==> src/rtl/led_ctrl_pkg.sv <==
// led_ctrl shared definitions: blink codes, LED map, FSM states.
// Imported by the interface, the timer and the top.
package led_ctrl_pkg;

  localparam int NLED = 10;

  typedef enum logic [NLED-1:0] {
    FRE_0P2 = 10'h001,
    FRE_0P5 = 10'h002,
    FRE_1P0 = 10'h004,
    FRE_1P5 = 10'h008,
    FRE_2P0 = 10'h010,
    FRE_2P5 = 10'h020,
    FRE_3P0 = 10'h040,
    FRE_4P0 = 10'h080,
    FRE_5P0 = 10'h100,
    FRE_6P0 = 10'h200
  } fre_e;

  localparam logic [3:0] LED_RUN  = 4'd0;
  localparam logic [3:0] LED_SET0 = 4'd1;
  localparam logic [3:0] LED_ALM  = 4'd7;
  localparam logic [3:0] LED_CHM  = 4'd8;
  localparam logic [3:0] LED_ARM  = 4'd9;

  typedef enum logic [1:0] {
    ST_IDLE  = 2'd0,
    ST_SET   = 2'd1,
    ST_ALARM = 2'd2,
    ST_CHIME = 2'd3
  } state_e;

  typedef struct packed {
    logic [NLED-1:0] valid;
    logic [NLED-1:0] twinkle;
    logic [NLED-1:0] fre;
    logic            active;
  } led_out_t;

  function automatic logic [NLED-1:0] led_bit(
    input logic [3:0] idx
  );
    return 10'd1 << idx;
  endfunction

endpackage

==> src/rtl/led_ctrl_if.sv <==
// Mode-event inputs and per-LED control outputs of led_ctrl.
// master drives events and observes LEDs; slave is the controller.
interface led_ctrl_if;
  import led_ctrl_pkg::*;

  logic            tick_1s;
  logic            mode_set;
  logic [2:0]      set_field;
  logic            alarm_en;
  logic            alarm_hit;
  logic            hour_pulse;
  logic            key_ack;
  logic [NLED-1:0] valid_led;
  logic [NLED-1:0] twinkle_led;
  logic [NLED-1:0] twinkle_fre;
  logic [NLED-1:0] l_data;
  logic            alarm_active;

  modport master (
    output tick_1s, mode_set, set_field,
    output alarm_en, alarm_hit,
    output hour_pulse, key_ack,
    input  valid_led, twinkle_led,
    input  twinkle_fre, l_data,
    input  alarm_active
  );

  modport slave (
    input  tick_1s, mode_set, set_field,
    input  alarm_en, alarm_hit,
    input  hour_pulse, key_ack,
    output valid_led, twinkle_led,
    output twinkle_fre, l_data,
    output alarm_active
  );
endinterface

==> src/rtl/led_ctrl_sec_timer.sv <==
// Seconds counter for the timed ALARM and CHIME states.
// done fires on the tick that completes limit seconds.
module sec_timer
  import led_ctrl_pkg::*;
(
  input  logic       sysclk,
  input  logic       rst,
  input  logic       clr,
  input  logic       en,
  input  logic       tick_1s,
  input  logic [7:0] limit,
  output logic       done
);

  logic [7:0] cnt;

  // clear wins so a tick in the entry cycle is not counted
  always_ff @(posedge sysclk or posedge rst) begin
    if (rst) begin
      cnt <= '0;
    end else if (clr) begin
      cnt <= '0;
    end else if (en && tick_1s) begin
      cnt <= cnt + 8'd1;
    end
  end

  assign done = tick_1s & en &
                (cnt == limit - 8'd1);

endmodule

==> src/rtl/led_ctrl.sv <==
// Mode-event FSM producing per-LED control vectors for led_itf.
// Outputs are registered decodes of the next state.
module led_ctrl
  import led_ctrl_pkg::*;
#(
  parameter int unsigned ALARM_SEC = 60,
  parameter int unsigned CHIME_SEC = 3
) (
  input  logic       sysclk,
  input  logic       rst,
  led_ctrl_if.slave  bus
);

  state_e          state;
  state_e          state_nxt;
  logic            tmr_en;
  logic            tmr_clr;
  logic            tmr_done;
  logic [7:0]      tmr_limit;
  logic            alarm_req;
  logic            alarm_stop;
  logic [NLED-1:0] armed;
  logic [NLED-1:0] field;
  led_out_t        o_nxt;
  led_out_t        o_q;

  assign tmr_en = (state == ST_ALARM) ||
                  (state == ST_CHIME);
  assign tmr_clr = (state_nxt != state);
  assign tmr_limit = (state == ST_ALARM) ?
                     8'(ALARM_SEC) :
                     8'(CHIME_SEC);

  sec_timer u_timer (
    .sysclk  (sysclk),
    .rst     (rst),
    .clr     (tmr_clr),
    .en      (tmr_en),
    .tick_1s (bus.tick_1s),
    .limit   (tmr_limit),
    .done    (tmr_done)
  );

  assign alarm_req = bus.alarm_hit & bus.alarm_en;
  assign alarm_stop = bus.key_ack | ~bus.alarm_en |
                      tmr_done;

  always_ff @(posedge sysclk or posedge rst) begin
    if (rst) state <= ST_IDLE;
    else     state <= state_nxt;
  end

  always_comb begin
    state_nxt = state;
    case (state)
      ST_IDLE: begin
        if (alarm_req)           state_nxt = ST_ALARM;
        else if (bus.mode_set)   state_nxt = ST_SET;
        else if (bus.hour_pulse) state_nxt = ST_CHIME;
      end
      ST_SET: begin
        if (alarm_req)         state_nxt = ST_ALARM;
        else if (!bus.mode_set) state_nxt = ST_IDLE;
      end
      ST_ALARM: begin
        if (alarm_stop)
          state_nxt = bus.mode_set ? ST_SET : ST_IDLE;
      end
      ST_CHIME: begin
        if (alarm_req)         state_nxt = ST_ALARM;
        else if (bus.mode_set) state_nxt = ST_SET;
        else if (bus.key_ack || tmr_done)
          state_nxt = ST_IDLE;
      end
      default: state_nxt = ST_IDLE;
    endcase
  end

  // fields 6 and 7 mean no field is being edited
  assign field = (bus.set_field < 3'd6) ?
                 led_bit(LED_SET0 + 4'(bus.set_field)) :
                 '0;
  assign armed = bus.alarm_en ? led_bit(LED_ARM) : '0;

  always_comb begin
    o_nxt.valid   = led_bit(LED_RUN) | armed;
    o_nxt.twinkle = '0;
    o_nxt.fre     = FRE_1P0;
    o_nxt.active  = 1'b0;
    unique case (1'b1)
      state_nxt == ST_SET: begin
        o_nxt.valid   = o_nxt.valid | field;
        o_nxt.twinkle = field;
        o_nxt.fre     = FRE_0P5;
      end
      state_nxt == ST_ALARM: begin
        o_nxt.valid   = led_bit(LED_RUN) |
                        led_bit(LED_ALM) |
                        led_bit(LED_ARM);
        o_nxt.twinkle = led_bit(LED_ALM);
        o_nxt.fre     = FRE_0P2;
        o_nxt.active  = 1'b1;
      end
      state_nxt == ST_CHIME: begin
        o_nxt.valid   = o_nxt.valid |
                        led_bit(LED_CHM);
        o_nxt.twinkle = led_bit(LED_CHM);
        o_nxt.fre     = FRE_0P5;
      end
      default: ;
    endcase
  end

  always_ff @(posedge sysclk or posedge rst) begin
    if (rst) begin
      o_q.valid   <= led_bit(LED_RUN);
      o_q.twinkle <= '0;
      o_q.fre     <= FRE_1P0;
      o_q.active  <= 1'b0;
    end else begin
      o_q <= o_nxt;
    end
  end

  assign bus.valid_led    = o_q.valid;
  assign bus.l_data       = o_q.valid;
  assign bus.twinkle_led  = o_q.twinkle;
  assign bus.twinkle_fre  = o_q.fre;
  assign bus.alarm_active = o_q.active;

endmodule

==> src/flat_wrapper.sv <==
// flat-port wrapper written by rule: the top's interface ports become plain ports
module led_ctrl_flat import led_ctrl_pkg::*;
#(
  parameter int unsigned ALARM_SEC = 60,
  parameter int unsigned CHIME_SEC = 3
)
  (sysclk, rst, bus_tick_1s, bus_mode_set, bus_set_field, bus_alarm_en, bus_alarm_hit, bus_hour_pulse, bus_key_ack, bus_valid_led, bus_twinkle_led, bus_twinkle_fre, bus_l_data, bus_alarm_active);
  led_ctrl_if bus_i ();
  input  logic sysclk;
  input  logic rst;
  input wire logic [$bits(bus_i.tick_1s)-1:0] bus_tick_1s;
  input wire logic [$bits(bus_i.mode_set)-1:0] bus_mode_set;
  input wire logic [$bits(bus_i.set_field)-1:0] bus_set_field;
  input wire logic [$bits(bus_i.alarm_en)-1:0] bus_alarm_en;
  input wire logic [$bits(bus_i.alarm_hit)-1:0] bus_alarm_hit;
  input wire logic [$bits(bus_i.hour_pulse)-1:0] bus_hour_pulse;
  input wire logic [$bits(bus_i.key_ack)-1:0] bus_key_ack;
  output wire logic [$bits(bus_i.valid_led)-1:0] bus_valid_led;
  output wire logic [$bits(bus_i.twinkle_led)-1:0] bus_twinkle_led;
  output wire logic [$bits(bus_i.twinkle_fre)-1:0] bus_twinkle_fre;
  output wire logic [$bits(bus_i.l_data)-1:0] bus_l_data;
  output wire logic [$bits(bus_i.alarm_active)-1:0] bus_alarm_active;
  assign bus_i.tick_1s = bus_tick_1s;
  assign bus_i.mode_set = bus_mode_set;
  assign bus_i.set_field = bus_set_field;
  assign bus_i.alarm_en = bus_alarm_en;
  assign bus_i.alarm_hit = bus_alarm_hit;
  assign bus_i.hour_pulse = bus_hour_pulse;
  assign bus_i.key_ack = bus_key_ack;
  assign bus_valid_led = bus_i.valid_led;
  assign bus_twinkle_led = bus_i.twinkle_led;
  assign bus_twinkle_fre = bus_i.twinkle_fre;
  assign bus_l_data = bus_i.l_data;
  assign bus_alarm_active = bus_i.alarm_active;
  led_ctrl #(.ALARM_SEC(ALARM_SEC), .CHIME_SEC(CHIME_SEC)) u_core (.sysclk(sysclk), .rst(rst), .bus(bus_i));
endmodule
==> config.mk <==
export PLATFORM = sky130hd
export DESIGN_NAME = led_ctrl_flat
export DESIGN_NICKNAME = d
export VERILOG_FILES = /design/src/rtl/led_ctrl_pkg.sv /design/src/rtl/led_ctrl_if.sv /design/src/rtl/led_ctrl_sec_timer.sv /design/src/rtl/led_ctrl.sv /design/src/flat_wrapper.sv
export SDC_FILE = /design/constraint.sdc
export NUM_CORES = 1
export LEC_CHECK = 0
export BUFFER_PORTS_ARGS = -buffer_cell sky130_fd_sc_hd__buf_2
export CORE_MARGIN = 1.5
export CORE_UTILIZATION = 48
export CTS_BUF_LIST = sky130_fd_sc_hd__clkbuf_16
export DETAILED_ROUTE_END_ITERATION = 12
export GPL_TIMING_DRIVEN = 0
export PLACE_DENSITY = 0.9
export SLEW_MARGIN = 20
export SYNTH_ARGS = -nofsm -noshare
export SYNTH_HDL_FRONTEND = slang
export SYNTH_SLANG_ARGS = --single-unit
==> constraint.sdc <==
create_clock -name sysclk -period 2.8 [get_ports sysclk]
set_clock_uncertainty 0.05 [all_clocks]
set_input_delay 0.7 -clock sysclk [delete_from_list [all_inputs] [get_ports sysclk]]
set_output_delay 0.7 -clock sysclk [all_outputs]
set_load 0.1 [all_outputs]
==> results of run 1 <==
cells in the mapped netlist (2+ instances only):
cell and count:
nand2_1 6, a31oi_1 2, nor4_1 9, conb_1 2, dfrtp_1 22, o21ai_1 2, nor2_1 6, nand4_1 4
nor3_1 3, mux2i_1 2, nor4b_1 3, inv_1 3, clkbuf_1 2, buf_4 29, nand2b_1 3, and2_1 2
xor2_1 6, and3_1 2
cell type report:
| type | count | area, um^2 |
|---|---|---|
| Fill cell | 219 | 991 |
| Sequential cell | 23 | 577 |
| Multi-Input combinational cell | 82 | 558 |
| Buffer | 33 | 241 |
| Timing Repair Buffer | 42 | 210 |
| Clock buffer | 3 | 75.1 |
| Tap cell | 31 | 38.8 |
| Inverter | 3 | 11.3 |
| Clock inverter | 1 | 7.51 |
kinds of logic after synthesis:
logic type / share of synthesized area (%)
and+or+nand+nor: 23.4
muxes: 1.48
xor gates and xnor gates: 4.53
other: 0.555
DFF: 42.6
AOI/OAI and AO/OA: 7.86
adders and majority gates: 0.924
buffers and inverters: 18.7
worst max-delay path, stage by stage, from the launching register on:
cell,delay [ns]
dfrtp_1,0.45
nor4_4,0.34
mux2i_1,0.15
a311o_1,0.43
and4_4,0.20
buf_6,0.13
nor4_1,0.33
final timing paths:
kind,startpoint,end,slack (ns)
worst min register to register,u_core.u_timer.cnt[1],u_core.u_timer.cnt[1],0.59
worst min-delay path,rst,u_core.u_timer.cnt[2],0.55
max in group asynchronous,rst,u_core.u_timer.cnt[1],1.64
min in group sysclk,u_core.u_timer.cnt[1],u_core.u_timer.cnt[1],0.59
worst max register to register,u_core.u_timer.cnt[3],u_core.u_timer.cnt[0],0.60
worst max-delay path,u_core.u_timer.cnt[3],u_core.u_timer.cnt[0],0.60
report_power, final:
part | total, mW | leakage, nW | internal [mW] | switching, mW
clock | 0.310 | 0.0371 | 0.193 | 0.117
sequential | 0.439 | 0.303 | 0.394 | 0.0454
combinational | 1.29 | 0.574 | 0.281 | 1.00
flip-flops by register name, summed over array words and instances (netlist names):
name                     flops
u_core.bus.twinkle_led      10
u_core.u_timer.cnt           8
u_core.bus.twinkle_fre       2
u_core.bus.alarm_active      1
u_core.bus.l_data            1
u_core.state                 1
metal layers:
layer	share of wire [%]	wire [um]	vias up	track usage [%]
li1	-	-	541	-
met1	38	980	536	17.3
met2	54	1410	53	34.5
met3	6.3	163	7	2.33
met4	2.0	51	0	7.82
met5	0	0	-	0
stage by stage:
stage	area [um^2]	worst slack, ns	util [%]
3_5_place_dp	1640	0.371	60.4
4_1_cts	1720	0.620	63.4
5_1_grt	1720	0.470	63.4
2_1_floorplan	1390	0.709	-
3_3_place_gp	1640	0.525	60.4
6_report	1720	0.595	63.4
==> impl_metrics.py, run 1 <==
metrics = {
    "critical_path": {
        "timing.critical_path.arrival_ns": 2.29,
        "criticalPathCategory": "flop to flop",
        "crit_path_end_kind": "flop",
        "reg2regPathDepth": 6,
        "cp-start-kind": "flop",
        "required_arrival_time_at_the_worst_endpoint_ns": 2.89,
        "critPathMaxFanout": 8,
    },
    "clocking": {
        "cts_resized": 0,
        "clock_sinks": 23,
        "post_cts_buffers": 0,
        "cts_max_path_buffers": 2,
        "clkSlewWorstSetupHoldPaths_ns": 0.06,
        "insertion_delay_ns": 0.25,
        "total_of_hold_buffers_inserted_after_clock_tree_synthesis": 0,
        "cts-htree-levels": 1,
        "clock_buffer_count_from_cts": 3,
        "ctsRootBufferMaster": "clkbuf_16",
        "clock_tree_from_tritoncts": "done",
    },
    "logic_synthesis": {
        "synthesis.area_mm2": 0.00135,
        "synth_area_leaders": "dfrtp_1 41%, buf_4 16%, nor4_1 4.2%, xor2_1 3.9%, dfstp_2 1.9%",
        "async_reset_ff_share_pct": 100,
        "yosysWarningCount": 0,
        "synth_sequential_area_ratio_pct": 42.6,
        "number_of_synthesized_register_bits": 23,
        "post_synth_inst_count": 132,
        "synthDominantAreaCellType": "dfrtp_1",
        "synth_top_area_share_pct": 40.7,
        "unique_cell_type_count_in_the_yosys_netlist": 42,
        "synth_area_per_cell_um2": 10.3,
        "synth-edff-count": 0,
        "main_flop_type_after_synthesis": "dfrtp_1",
    },
    "sta": {
        "min_period_ns": 2.20,
        "worstMarginPinSlew_ns": 0.823,
        "final-setup-viol-count": 0,
        "maxClockFrequency_mhz": 454,
        "slew_headroom_pct": 45.1,
        "rsz0062_at_grt": "false",
        "final_min_period_over_clock_period_pct": 78.7,
        "drv_slew": 0,
        "finalHoldViolations": 0,
        "fin_worst_hold_slack_ns": 0.548,
        "setup-tns-final_ns": 0,
    },
    "floorplanning": {
        "core_area_mm2": 0.00271,
        "floorplan.initialDensity_pct": 50.0,
        "die_width_um": 56.1,
        "height_of_the_die_um": 56.1,
        "io_pins": 52,
        "rows": 19,
        "area_enclosed_by_the_die_boundary_mm2": 0.00315,
    },
    "global_routing": {
        "grt_remaining_overflow": 0,
        "antenna_found_initial": 0,
        "grt_first_pass_wirelength_mm": 4.28,
        "grt_start_max_net_pins": 24,
        "first_global_vias": 1010,
        "track_usage_pct": 17.3,
    },
    "power": {
        "power_leakage_nw": 0.914,
        "ir_drop_mv": 1.44,
        "fin_total_pwr_mw": 2.03,
        "power_per_cell_area_mw_per_mm2": 1180,
    },
    "flow_run": {
        "max_cap_viol_count": 0,
    },
    "drt": {
        "detail_route.vias_per_cell": 5.22,
        "postRouteWirelength_mm": 2.61,
        "firstDrtPassIters": 4,
        "post_drt_wl_per_cell_um": 12.0,
        "routed-via-count": 1137,
        "number_of_routed_nets_with_antenna_violations": 0,
        "drt_iter0_markers": 63,
        "drc_errors": 0,
    },
    "finish": {
        "finalNetCount": 200,
        "layout_area_growth_over_synthesis_pct": 27.0,
        "most-common-layout-cells": "43 x buf_2, 29 x buf_4, 22 x dfrtp_1",
        "mostFrequentLayoutCell": "buf_2",
        "drive_gt1_share_pct": 45.5,
        "antenna-diode-count": 0,
        "finalNonFillerCells": 218,
    },
    "placed_design": {
        "portBuffers": 42,
        "routabilityCongestion": 0.810,
        "dp_hpwl_mm": 2.01,
        "place_inst": 214,
    },
    "min_path": {
        "worstHoldPathType": "input port to async pin",
    },
    "outcome": {
        "status": "complete, no violations",
    },
}
Power figures use the tool's default switching activity.
==> run 2, diff against run 1 <==
==> constraint.sdc (replaced) <==
create_clock -name sysclk -period 2.25 [get_ports sysclk]
set_clock_uncertainty 0.05 [all_clocks]
set_input_delay 0.5625 -clock sysclk [delete_from_list [all_inputs] [get_ports sysclk]]
set_output_delay 0.5625 -clock sysclk [all_outputs]
set_load 0.1 [all_outputs]
==> run 2 against run 1 <==
Hold slack lost 0.13 ns. Highest routed layer unchanged. Global-route usage unchanged. Critical path type unchanged. First-iteration DRC count is 37% lower. Largest power group unchanged. Sequential share of layout area decreased by 0.83 points. Combinational power is 28% higher. Total power grew 27%.
==> impl_metrics.py, run 2 (same netlist as run 1, synthesis figures left out) <==
metrics = {
    "floorplanning": {
        "rows": 19,
        "die_width_um": 56.1,
        "area_enclosed_by_the_die_boundary_mm2": 0.00315,
        "core_area_mm2": 0.00271,
        "io_pins": 52,
        "floorplan.initialDensity_pct": 50.0,
        "height_of_the_die_um": 56.1,
    },
    "placed_design": {
        "routabilityCongestion": 0.810,
        "dp_hpwl_mm": 2.01,
        "portBuffers": 42,
        "preCtsSetupSlack_ns": -0.0411,
        "place_inst": 214,
    },
    "sta": {
        "final_min_period_over_clock_period_pct": 95.7,
        "maxClockFrequency_mhz": 465,
        "slew_headroom_pct": 44.7,
        "drv_slew": 0,
        "fin_worst_setup_slack_ns": 0.0972,
        "worstMarginPinSlew_ns": 0.829,
        "finalHoldViolations": 0,
        "final-setup-viol-count": 0,
        "min_period_ns": 2.15,
        "setup-tns-final_ns": 0,
    },
    "global_routing": {
        "grt_first_pass_wirelength_mm": 4.28,
        "grt_remaining_overflow": 0,
        "track_usage_pct": 17.3,
        "grt_start_max_net_pins": 24,
        "antenna_found_initial": 0,
        "first_global_vias": 1010,
    },
    "finish": {
        "finalNetCount": 200,
        "largest_register_ffs": 10,
        "finalNonFillerCells": 218,
        "register_area_um2": 577,
        "drive_gt1_share_pct": 49.7,
        "layout_area_growth_over_synthesis_pct": 30.2,
        "area_of_the_multi_input_gates_um2": 602,
        "antenna-diode-count": 0,
        "mostFrequentLayoutCell": "buf_2",
        "fillerInstances": 212,
        "most-common-layout-cells": "43 x buf_2, 29 x buf_4, 22 x dfrtp_1",
        "final_util_pct": 65.1,
    },
    "critical_path": {
        "critical-path-max-stage-delay_ns": 0.56,
        "criticalPathCategory": "flop to flop",
        "crit_path_end_kind": "flop",
        "critical-path-top-delay-family": "simple AND/OR/NAND/NOR gates",
        "required_arrival_time_at_the_worst_endpoint_ns": 2.30,
        "critical-path-slowest-cell": "nor2_1",
        "critical_path.n_buffers_inverters": 1,
        "cp_cell_sequence": "buf_2 -> and2_2 -> a311oi_2 -> o21ai_2 -> nor2_1 -> nor4_1",
        "reg2regPathDepth": 6,
        "timing.critical_path.arrival_ns": 2.21,
        "critPathMaxFanout": 10,
        "critical_path_depth": 6,
        "cp-start-kind": "flop",
    },
    "clocking": {
        "ctsRootBufferMaster": "clkbuf_16",
        "total_of_hold_buffers_inserted_after_clock_tree_synthesis": 0,
        "cts_resized": 0,
        "post_cts_buffers": 0,
        "clock_sinks": 23,
        "clock_buffer_count_from_cts": 3,
        "clkSlewWorstSetupHoldPaths_ns": 0.06,
        "clock_tree_from_tritoncts": "done",
        "cts-htree-levels": 1,
        "insertion_delay_ns": 0.25,
        "cts_max_path_buffers": 2,
    },
    "flow_run": {
        "max_cap_viol_count": 0,
    },
    "power": {
        "power_leakage_nw": 0.919,
        "ir_drop_mv": 1.70,
        "power_per_cell_area_mw_per_mm2": 1460,
        "fin_total_pwr_mw": 2.58,
    },
    "drt": {
        "detail_route.vias_per_cell": 5.15,
        "number_of_routed_nets_with_antenna_violations": 0,
        "drc_errors": 0,
        "postRouteWirelength_mm": 2.72,
        "post_drt_wl_per_cell_um": 12.5,
        "drt_iter0_markers": 40,
        "routed-via-count": 1123,
        "firstDrtPassIters": 4,
    },
    "outcome": {
        "status": "complete, no violations",
    },
    "min_path": {
        "worstHoldPathType": "input port to async pin",
    },
}
run 2: cell counts in the layout (fill, tap and decap cells not counted):
Identical to the previous run, type by type.
run 2: routing by layer:
layer / track usage, % / wire [um]
met4: 7.82 / 51
met1: 17.3 / 1060
met5: 0 / 0
met2: 34.5 / 1470
met3: 2.33 / 127
run 2: layout make-up:
type | instances | share of cell area [%]
plain buffers | 33 | 13.7
inverters | 3 | 0.639
flip-flops and latches | 23 | 32.7
clock buffers | 3 | 4.26
multi-input cells | 82 | 34.1
repair buffers | 42 | 11.9
well taps | 31 | 2.20
clock inverters | 1 | 0.426
run 2: power breakdown:
| group | total (mW) | internal (mW) | switching, mW |
|---|---|---|---|
| Combinational | 1.65 | 0.362 | 1.29 |
| Clock | 0.381 | 0.240 | 0.140 |
| Sequential | 0.548 | 0.490 | 0.0582 |
| Total | 2.58 | 1.09 | 1.49 |
run 2: per-stage QoR:
step	cell area (um^2)	hold slack (ns)
3_5_place_dp	1640	0.586
3_3_place_gp	1640	0.579
6_report	1760	0.416
5_1_grt	1760	0.482
2_1_floorplan	1390	0.514
4_1_cts	1720	0.458
run 2: final timing paths:
check | startpoint | end | slack (ns)
min | rst | u_core.u_timer.cnt[2] | 0.42
max | u_core.state[1] | u_core.u_timer.cnt[5] | 0.1
max in group asynchronous | rst | u_core.state[1] | 1.22
min in group sysclk | bus_alarm_en | u_core.bus.l_data[9] | 0.49
min reg2reg | u_core.u_timer.cnt[7] | u_core.u_timer.cnt[7] | 0.63
max reg2reg | u_core.state[1] | u_core.u_timer.cnt[5] | 0.1
